### src/rtl/bram_fill_pkg.sv
// Shared types and default geometry for the 16x2 block RAM fill loader.
package bram_fill_pkg;

    localparam int DEF_BYTE_W = 8;
    localparam int DEF_SYM_W  = 2;
    localparam int DEF_ADDR_W = 4;
    localparam int SPB        = DEF_BYTE_W / DEF_SYM_W;
    localparam int DEPTH      = 2 ** DEF_ADDR_W;

    typedef enum logic [1:0] {
        IDLE,
        LOAD,
        WRITE,
        DONE
    } fill_state_t;

endpackage

### src/rtl/bram_fill_ctrl_byte_sym_shifter.sv
// Byte holding register that presents one RAM symbol at a time, LSB-first.
module byte_sym_shifter
    import bram_fill_pkg::*;
#(
    parameter int BYTE_W = DEF_BYTE_W,
    parameter int SYM_W  = DEF_SYM_W
) (
    input  logic              clk,
    input  logic              rst,
    input  logic              load,
    input  logic              shift,
    input  logic [BYTE_W-1:0] din,
    output logic [SYM_W-1:0]  sym
);

    logic [BYTE_W-1:0] sr;

    always_ff @(posedge clk) begin
        if (rst) begin
            sr <= '0;
        end else if (load) begin
            sr <= din;
        end else if (shift) begin
            sr <= sr >> SYM_W;
        end
    end

    assign sym = sr[SYM_W-1:0];

endmodule

### src/rtl/bram_fill_ctrl.sv
// Streams bytes into a 16x2 block RAM, one 2-bit symbol per cycle, LSB-first.
// Optional write readback checking is enabled with BRAM_FILL_VERIFY_EN.
module bram_fill_ctrl
    import bram_fill_pkg::*;
#(
    parameter int BYTE_W = DEF_BYTE_W,
    parameter int SYM_W  = DEF_SYM_W,
    parameter int ADDR_W = DEF_ADDR_W
) (
    input  logic              clk,
    input  logic              rst,
    input  logic              start,
    input  logic              s_valid,
    output logic              s_ready,
    input  logic [BYTE_W-1:0] s_data,
    output logic              bram_enable,
    output logic              bram_write_en,
    output logic [ADDR_W-1:0] bram_addr,
    output logic [SYM_W-1:0]  bram_data,
    input  logic [SYM_W-1:0]  bram_q,
    output logic              busy,
    output logic              done
`ifdef BRAM_FILL_VERIFY_EN
    ,
    output logic              verify_err
`endif
);

    localparam int SYM_PER_BYTE = BYTE_W / SYM_W;
    localparam int CNT_W        = (SYM_PER_BYTE > 1) ? $clog2(SYM_PER_BYTE) : 1;
    localparam logic [CNT_W-1:0]  LAST_SYM  = CNT_W'(SYM_PER_BYTE - 1);
    localparam logic [ADDR_W-1:0] LAST_ADDR = '1;

    fill_state_t       state, state_next;
    logic [ADDR_W-1:0] ptr;
    logic [CNT_W-1:0]  sym_cnt;
    logic              accept;
    logic              in_write;
    logic              last_sym;
    logic              fill_start;
    logic [SYM_W-1:0]  cur_sym;

    assign fill_start = (state == IDLE) && start;
    assign accept     = (state == LOAD) && s_valid;
    assign in_write   = (state == WRITE);
    assign last_sym   = (sym_cnt == LAST_SYM);

    always_ff @(posedge clk) begin
        if (rst) begin
            state <= IDLE;
        end else begin
            state <= state_next;
        end
    end

    always_ff @(posedge clk) begin
        if (rst || fill_start) begin
            ptr     <= '0;
            sym_cnt <= '0;
        end else if (in_write) begin
            ptr     <= ptr + 1'b1;
            sym_cnt <= last_sym ? '0 : sym_cnt + 1'b1;
        end
    end

    // The final symbol of a burst landing on the top address means the image is full.
    always_comb begin
        state_next = state;
        case (state)
            IDLE:    if (start) state_next = LOAD;
            LOAD:    if (s_valid) state_next = WRITE;
            WRITE:   if (last_sym) state_next = (ptr == LAST_ADDR) ? DONE : LOAD;
            DONE:    state_next = IDLE;
            default: state_next = IDLE;
        endcase
    end

    byte_sym_shifter #(
        .BYTE_W(BYTE_W),
        .SYM_W (SYM_W)
    ) u_shifter (
        .clk  (clk),
        .rst  (rst),
        .load (accept),
        .shift(in_write),
        .din  (s_data),
        .sym  (cur_sym)
    );

    // RAM strobes are masked by rst so an aborted fill never lands a write.
    always_comb begin
        s_ready       = (state == LOAD);
        busy          = (state != IDLE);
        done          = (state == DONE);
        bram_enable   = in_write && !rst;
        bram_write_en = in_write && !rst;
        bram_addr     = bram_enable ? ptr : '0;
        bram_data     = bram_enable ? cur_sym : '0;
    end

`ifdef BRAM_FILL_VERIFY_EN
    logic             chk_pend;
    logic [SYM_W-1:0] exp_sym;
    logic             err_sticky;
    logic             mismatch;

    // The RAM shows the last written word on q_out one cycle after the write.
    assign mismatch = chk_pend && (bram_q != exp_sym);

    always_ff @(posedge clk) begin
        if (rst) begin
            chk_pend   <= 1'b0;
            exp_sym    <= '0;
            err_sticky <= 1'b0;
        end else begin
            chk_pend <= bram_write_en;
            exp_sym  <= cur_sym;
            if (fill_start) begin
                err_sticky <= 1'b0;
            end else if (mismatch) begin
                err_sticky <= 1'b1;
            end
        end
    end

    assign verify_err = err_sticky || mismatch;
`else
    logic unused_bram_q;
    assign unused_bram_q = ^bram_q;
`endif

endmodule

### config.mk
export PLATFORM = sky130hd
export DESIGN_NAME = bram_fill_ctrl
export DESIGN_NICKNAME = d
export VERILOG_FILES = /design/src/rtl/bram_fill_pkg.sv /design/src/rtl/bram_fill_ctrl_byte_sym_shifter.sv /design/src/rtl/bram_fill_ctrl.sv
export SDC_FILE = /design/constraint.sdc
export NUM_CORES = 1
export LEC_CHECK = 0
export ABC_AREA = 0
export ABC_CLOCK_PERIOD_IN_PS = 1600
export CAP_MARGIN = 20
export CORE_MARGIN = 3
export CORE_UTILIZATION = 34
export CTS_CLUSTER_SIZE = 25
export DETAILED_ROUTE_END_ITERATION = 8
export GPL_ROUTABILITY_DRIVEN = 0
export SLEW_MARGIN = 20
export SYNTH_ARGS = -nofsm -noshare
export SYNTH_HDL_FRONTEND = slang
export SYNTH_SLANG_ARGS = --single-unit
export TNS_END_PERCENT = 50
### constraint.sdc
create_clock -name clk -period 1.6 [get_ports clk]
set_input_delay 0.32 -clock clk [delete_from_list [all_inputs] [get_ports clk]]
set_output_delay 0.32 -clock clk [all_outputs]
set_load 0.02 [all_outputs]
# Word level (Yosys, flattened, before mapping)
# Cells that the tools add are included.
# W data, S select, Z words.
[word_totals] regBits=16 input_bits=14 output_inout_bits=11
[classes] n_addsub=2 n_eq_ne=8 n_mux=10 n_reduce_logical=9
[ops] operator="$mux W8" count=2
[ops] operator="$mux W2" count=6
[ops] operator="$pmux W2 S4" count=1
[ops] operator="$eq A2 B2 Y1 const B" count=3
[ops] operator="$add A4 B1 Y4 const B" count=1
[ops] operator="$eq A4 B4 Y1 const B" count=1
[ops] operator="$mux W4" count=1
[ops] operator="$ne A2 B2 Y1 const B" count=2
[ops] operator="$reduce_bool A2 Y1" count=2
[ops] operator="$logic_and A1 B1 Y1" count=3
[ops] operator="$reduce_and A3 Y1" count=1
[ops] operator="$add A2 B1 Y2 const B" count=1
[ops] operator="$eq A2 B1 Y1 const B" count=1
[ops] operator="$logic_not A2 Y1" count=1
[ops] operator="$ne A2 B1 Y1 const B" count=1
[ops] operator="$logic_not A1 Y1" count=1
[ops] operator="$logic_or A1 B1 Y1" count=1

# Depth between registers and ports, before layout
[depth] depth_word=4 depth_mapped=5

# Modules after synthesis
# From an unflattened synthesis, not the netlist that was laid out.
[unflattened] hier_cells=95 area_unflattened_um2=918.4
[by_module_without_submodules] module="bram_fill_ctrl" instances=1 cells_per_inst=57 area_each_um2=528.0 seq_area_each_um2=160.2
[by_module_without_submodules] module="byte_sym_shifter" instances=1 cells_per_inst=38 area_each_um2=390.4 seq_area_each_um2=160.2

# Worst setup path before layout
# Ideal clock, no wire load.
[synth_timing] kind="register to output" start="reg state[0]" end="out bram_addr[0]" arrival_ns=1.306 required_time_ns=1.280 path_slack_ns=-0.026 path_stages_with_launch=5 path_buffers=1 cell_sequence="dfxtp_1 buf_6 nand2b_4 nor2_1 and2_1"
[synth_via] elab_chain_cells=3
[synth_rtl] element="start: declaration" line_no="bram_fill_ctrl.sv:34" source="fill_state_t state, state_next;"
[synth_rtl] element="start signal: assignment" line_no="bram_fill_ctrl.sv:52" source="state <= state_next;"
[synth_rtl] element="$eq A2 B2 Y1" line_no="bram_fill_ctrl.sv:45" source="assign in_write = (state == WRITE);"
[synth_rtl] element="$logic_and A1 B1 Y1" line_no="bram_fill_ctrl.sv:95" source="bram_enable = in_write && !rst;"
[synth_rtl] element="named net bram_enable" line_no="bram_fill_ctrl.sv:16" source="output logic bram_enable,"
[synth_rtl] element="$mux W4" line_no="bram_fill_ctrl.sv:97" source="bram_addr = bram_enable ? ptr : '0;"
[synth_rtl] element="end: declaration" line_no="bram_fill_ctrl.sv:18" source="output logic [ADDR_W-1:0] bram_addr,"
# The timed path passes the listed nets, and every way through them passes these cells.

# Final worst setup path
[layout_timing] start="reg state[1]" end="out busy"
[layout_via] elab_chain_cells=1
[layout_rtl] element="$reduce_bool A2 Y1" line_no="bram_fill_ctrl.sv:93" source="busy = (state != IDLE);"
[layout_rtl] element="end: declaration" line_no="bram_fill_ctrl.sv:21" source="output logic busy,"
# No other way between the ends.

==> impl_metrics.env <==
export IMPL_wl_mm=1.765
export IMPL_power_density_mw_per_mm2=815.9
export IMPL_whs_ns=0.4691
export IMPL_syn_area_um2=839.6
export IMPL_endpoint_kind="output pin"
export IMPL_finalNetCount=138
export IMPL_grt_pass1_wl_mm=2.967
export IMPL_cts_tree="done"
export IMPL_period_share=0.9606
export IMPL_p_leak_nw=0.4402
export IMPL_diodes=0
export IMPL_cp_num_buf_inv=2
export IMPL_synthesis_nets=111
export IMPL_path_class="reg -> out"
export IMPL_finalHoldViolCount=0
export IMPL_dp_cells=145
export IMPL_n_fill_cell=232
export IMPL_dp_hpwl_mm=1.296
export IMPL_final_common_cell="dfxtp_1"
export IMPL_arrival_ns=1.22
export IMPL_instances_no_fill=149
export IMPL_final_cell_mix="dfxtp_1, a21oi_1, nand2_1, clkdlybuf4s50_1, buf_4"
export IMPL_initial_core_util=0.3689
export IMPL_setup_viol=0
export IMPL_synthSimpleGateAreaFrac=0.2936
export IMPL_hold_depth=2
export IMPL_critPathMaxFanout=12
export IMPL_worstPathCellList="buf_6 -> or2_2 -> buf_4"
export IMPL_drive_gt1_frac=0.2645
export IMPL_grt_start_max_net_pins=14
export IMPL_die_w_um=55.69
export IMPL_maxCapViolCount=0
export IMPL_synth_compound_area_frac=0.1982
export IMPL_drt_iter0_drc=3
export IMPL_skew_ns=0.001773
export IMPL_grt_setup_unrepaired="true"
export IMPL_fp_row_count=17
export IMPL_synth_top_family_by_area="simple AND/OR/NAND/NOR gates"
export IMPL_clock_latency_ns=0.29
export IMPL_min_path_type="reg -> reg"
export IMPL_critPathMaxStageDelay_ns=0.35
export IMPL_root_buffer="clkbuf_4"
export IMPL_cts_path_max_buffers=2
export IMPL_synth_seq_cells=16
export IMPL_slowest_stage="dfxtp_2"
export IMPL_avgRoutedWirePerCell_um=11.85
export IMPL_grt_pass1_vias=637
export IMPL_h_tree_depth=1
export IMPL_multi_input_area_um2=462.9
export IMPL_maxSlewHeadroom=0.6503
export IMPL_die_h_um=55.69
export IMPL_synth_edff_count=0
export IMPL_ys_seq_area_frac=0.3815
export IMPL_avgSynthCellArea_um2=8.837
export IMPL_grt_total_usage=0.1204
export IMPL_yosys_warnings=0
export IMPL_worstPathRequired_ns=1.28
export IMPL_worst_slew_pin_slew_ns=0.5235
export IMPL_seqCellArea_um2=321.6
export IMPL_antenna_found_initial=0
export IMPL_pin_count=25
export IMPL_critPathLaunchType="flip-flop"
export IMPL_syn_inst=95
export IMPL_first_pass_iters=3
export IMPL_muxShareOfSynthArea=0
export IMPL_yosysUniqueCellTypes=33
export IMPL_vias=725
export IMPL_period_needed_ns=1.537
export IMPL_die_area_mm2=0.003101
export IMPL_synth_xor_area_share=0.02086
export IMPL_portBuffers=22
export IMPL_reg2reg_depth=4
export IMPL_synth_adder_area_share=0.02981
export IMPL_cts_made_buffers=3
export IMPL_clkTransAtPathRegs_ns=0.10
export IMPL_fp_coreArea_mm2=0.002276
export IMPL_status="finished clean"
export IMPL_drc=0
export IMPL_ant_nets=0
export IMPL_peakVddDrop_uv=675.9
export IMPL_routed_via_density=4.866
export IMPL_async_flop_share=0
export IMPL_worstSetupPathDepth=3
export IMPL_overflow=0
export IMPL_max_freq_mhz=650.6
export IMPL_cts_sinks=16
export IMPL_final_max_slew_viol_count=0
export IMPL_synth_main_ff_cell="dfxtp_1"
export IMPL_area_growth_pct=30.55
export IMPL_cpLargestDelayFamily="flip-flops"
==> cells by family after synthesis <==
family	Yosys count
AND/OR/NAND/NOR	41
AO/OA/AOI/OAI	26
flip-flops	16
XOR/XNOR	2
buffers and inverters	8
adder cells (fa/ha/maj)	2
==> cells in the mapped netlist, types with 2 or more instances <==
cell,instances,area [µm²]
dfxtp_1,16,320.3
a21oi_1,13,65.06
nand2_1,10,37.54
and2_1,7,43.79
nand3_1,6,30.03
nor2_1,5,18.77
a22oi_1,4,30.03
buf_4,3,22.52
buf_6,3,33.78
ha_1,2,25.02
nand2b_4,2,27.53
nand4_1,2,12.51
o21ai_0,2,10.01
==> through the flow <==
step	util	TNS, ns	instance area [µm²]	power (W)	worst slack [ns]
floorplan	-	0	842.1	0.0005662	0.08122
global placement	0.4788	-3.800	1090	0.0006286	-0.4974
detailed placement	0.4788	-3.958	1090	0.0006319	-0.5277
CTS	0.4843	-0.2980	1102	0.0009052	-0.1089
global route	0.4816	-0.01737	1096	0.0009476	-0.01737
finish	0.4816	0	1096	0.0008942	0.06305
==> worst paths after layout <==
check	startpoint	end	slack [ns]
hold reg to reg	sym_cnt[1]	sym_cnt[1]	0.47
setup reg to reg	state[0]	state[1]	0.26
hold / removal	sym_cnt[1]	sym_cnt[1]	0.47
setup / recovery	state[1]	busy	0.06
==> flip-flops by register name (all words and copies together), names as in the netlist <==
register / cells
state: 2
u_shifter.sr: 8
ptr: 4
sym_cnt: 2
==> timing repair <==
action / CTS / global route
hold buffers: 0 / 0
setup buffers: 0 / 0
setup endpoints to repair: 11 / 11
cloned: 0 / 0
resized for setup: 32 / 16
pin swaps: 1 / 1
==> report_power, final <==
| group | internal (W) | switching (W) |
|---|---|---|
| sequential | 0.000417 | 0.0000124 |
| combinational | 0.0000926 | 0.0000940 |
| clock | 0.000139 | 0.000139 |
| total | 0.000649 | 0.000246 |
==> worst reg2reg max path, delay by kind of cell (launching register included) <==
kind | cells | cell delay [ns]
AO/OA/AOI/OAI | 1 | 0.27
buffers and inverters | 1 | 0.16
flip-flops | 1 | 0.32
AND/OR/NAND/NOR | 2 | 0.48
==> layout make-up <==
cell class	instances	area share
flip-flops and latches	16	0.2934
repair buffers	29	0.2158
multi-input cells	71	0.4224
inverters	1	0.003425
clock buffers	4	0.03311
well taps	28	0.03196
==> layer usage <==
metal / vias up / GRT usage / part of all wire
met4: 0 / 0.04167 / 0.015
met1: 320 / 0.1410 / 0.42
met5: - / 0 / 0
met3: 5 / 0.05104 / 0.064
met2: 17 / 0.1959 / 0.50
li1: 383 / - / -
Power figures use the tool's default switching activity.
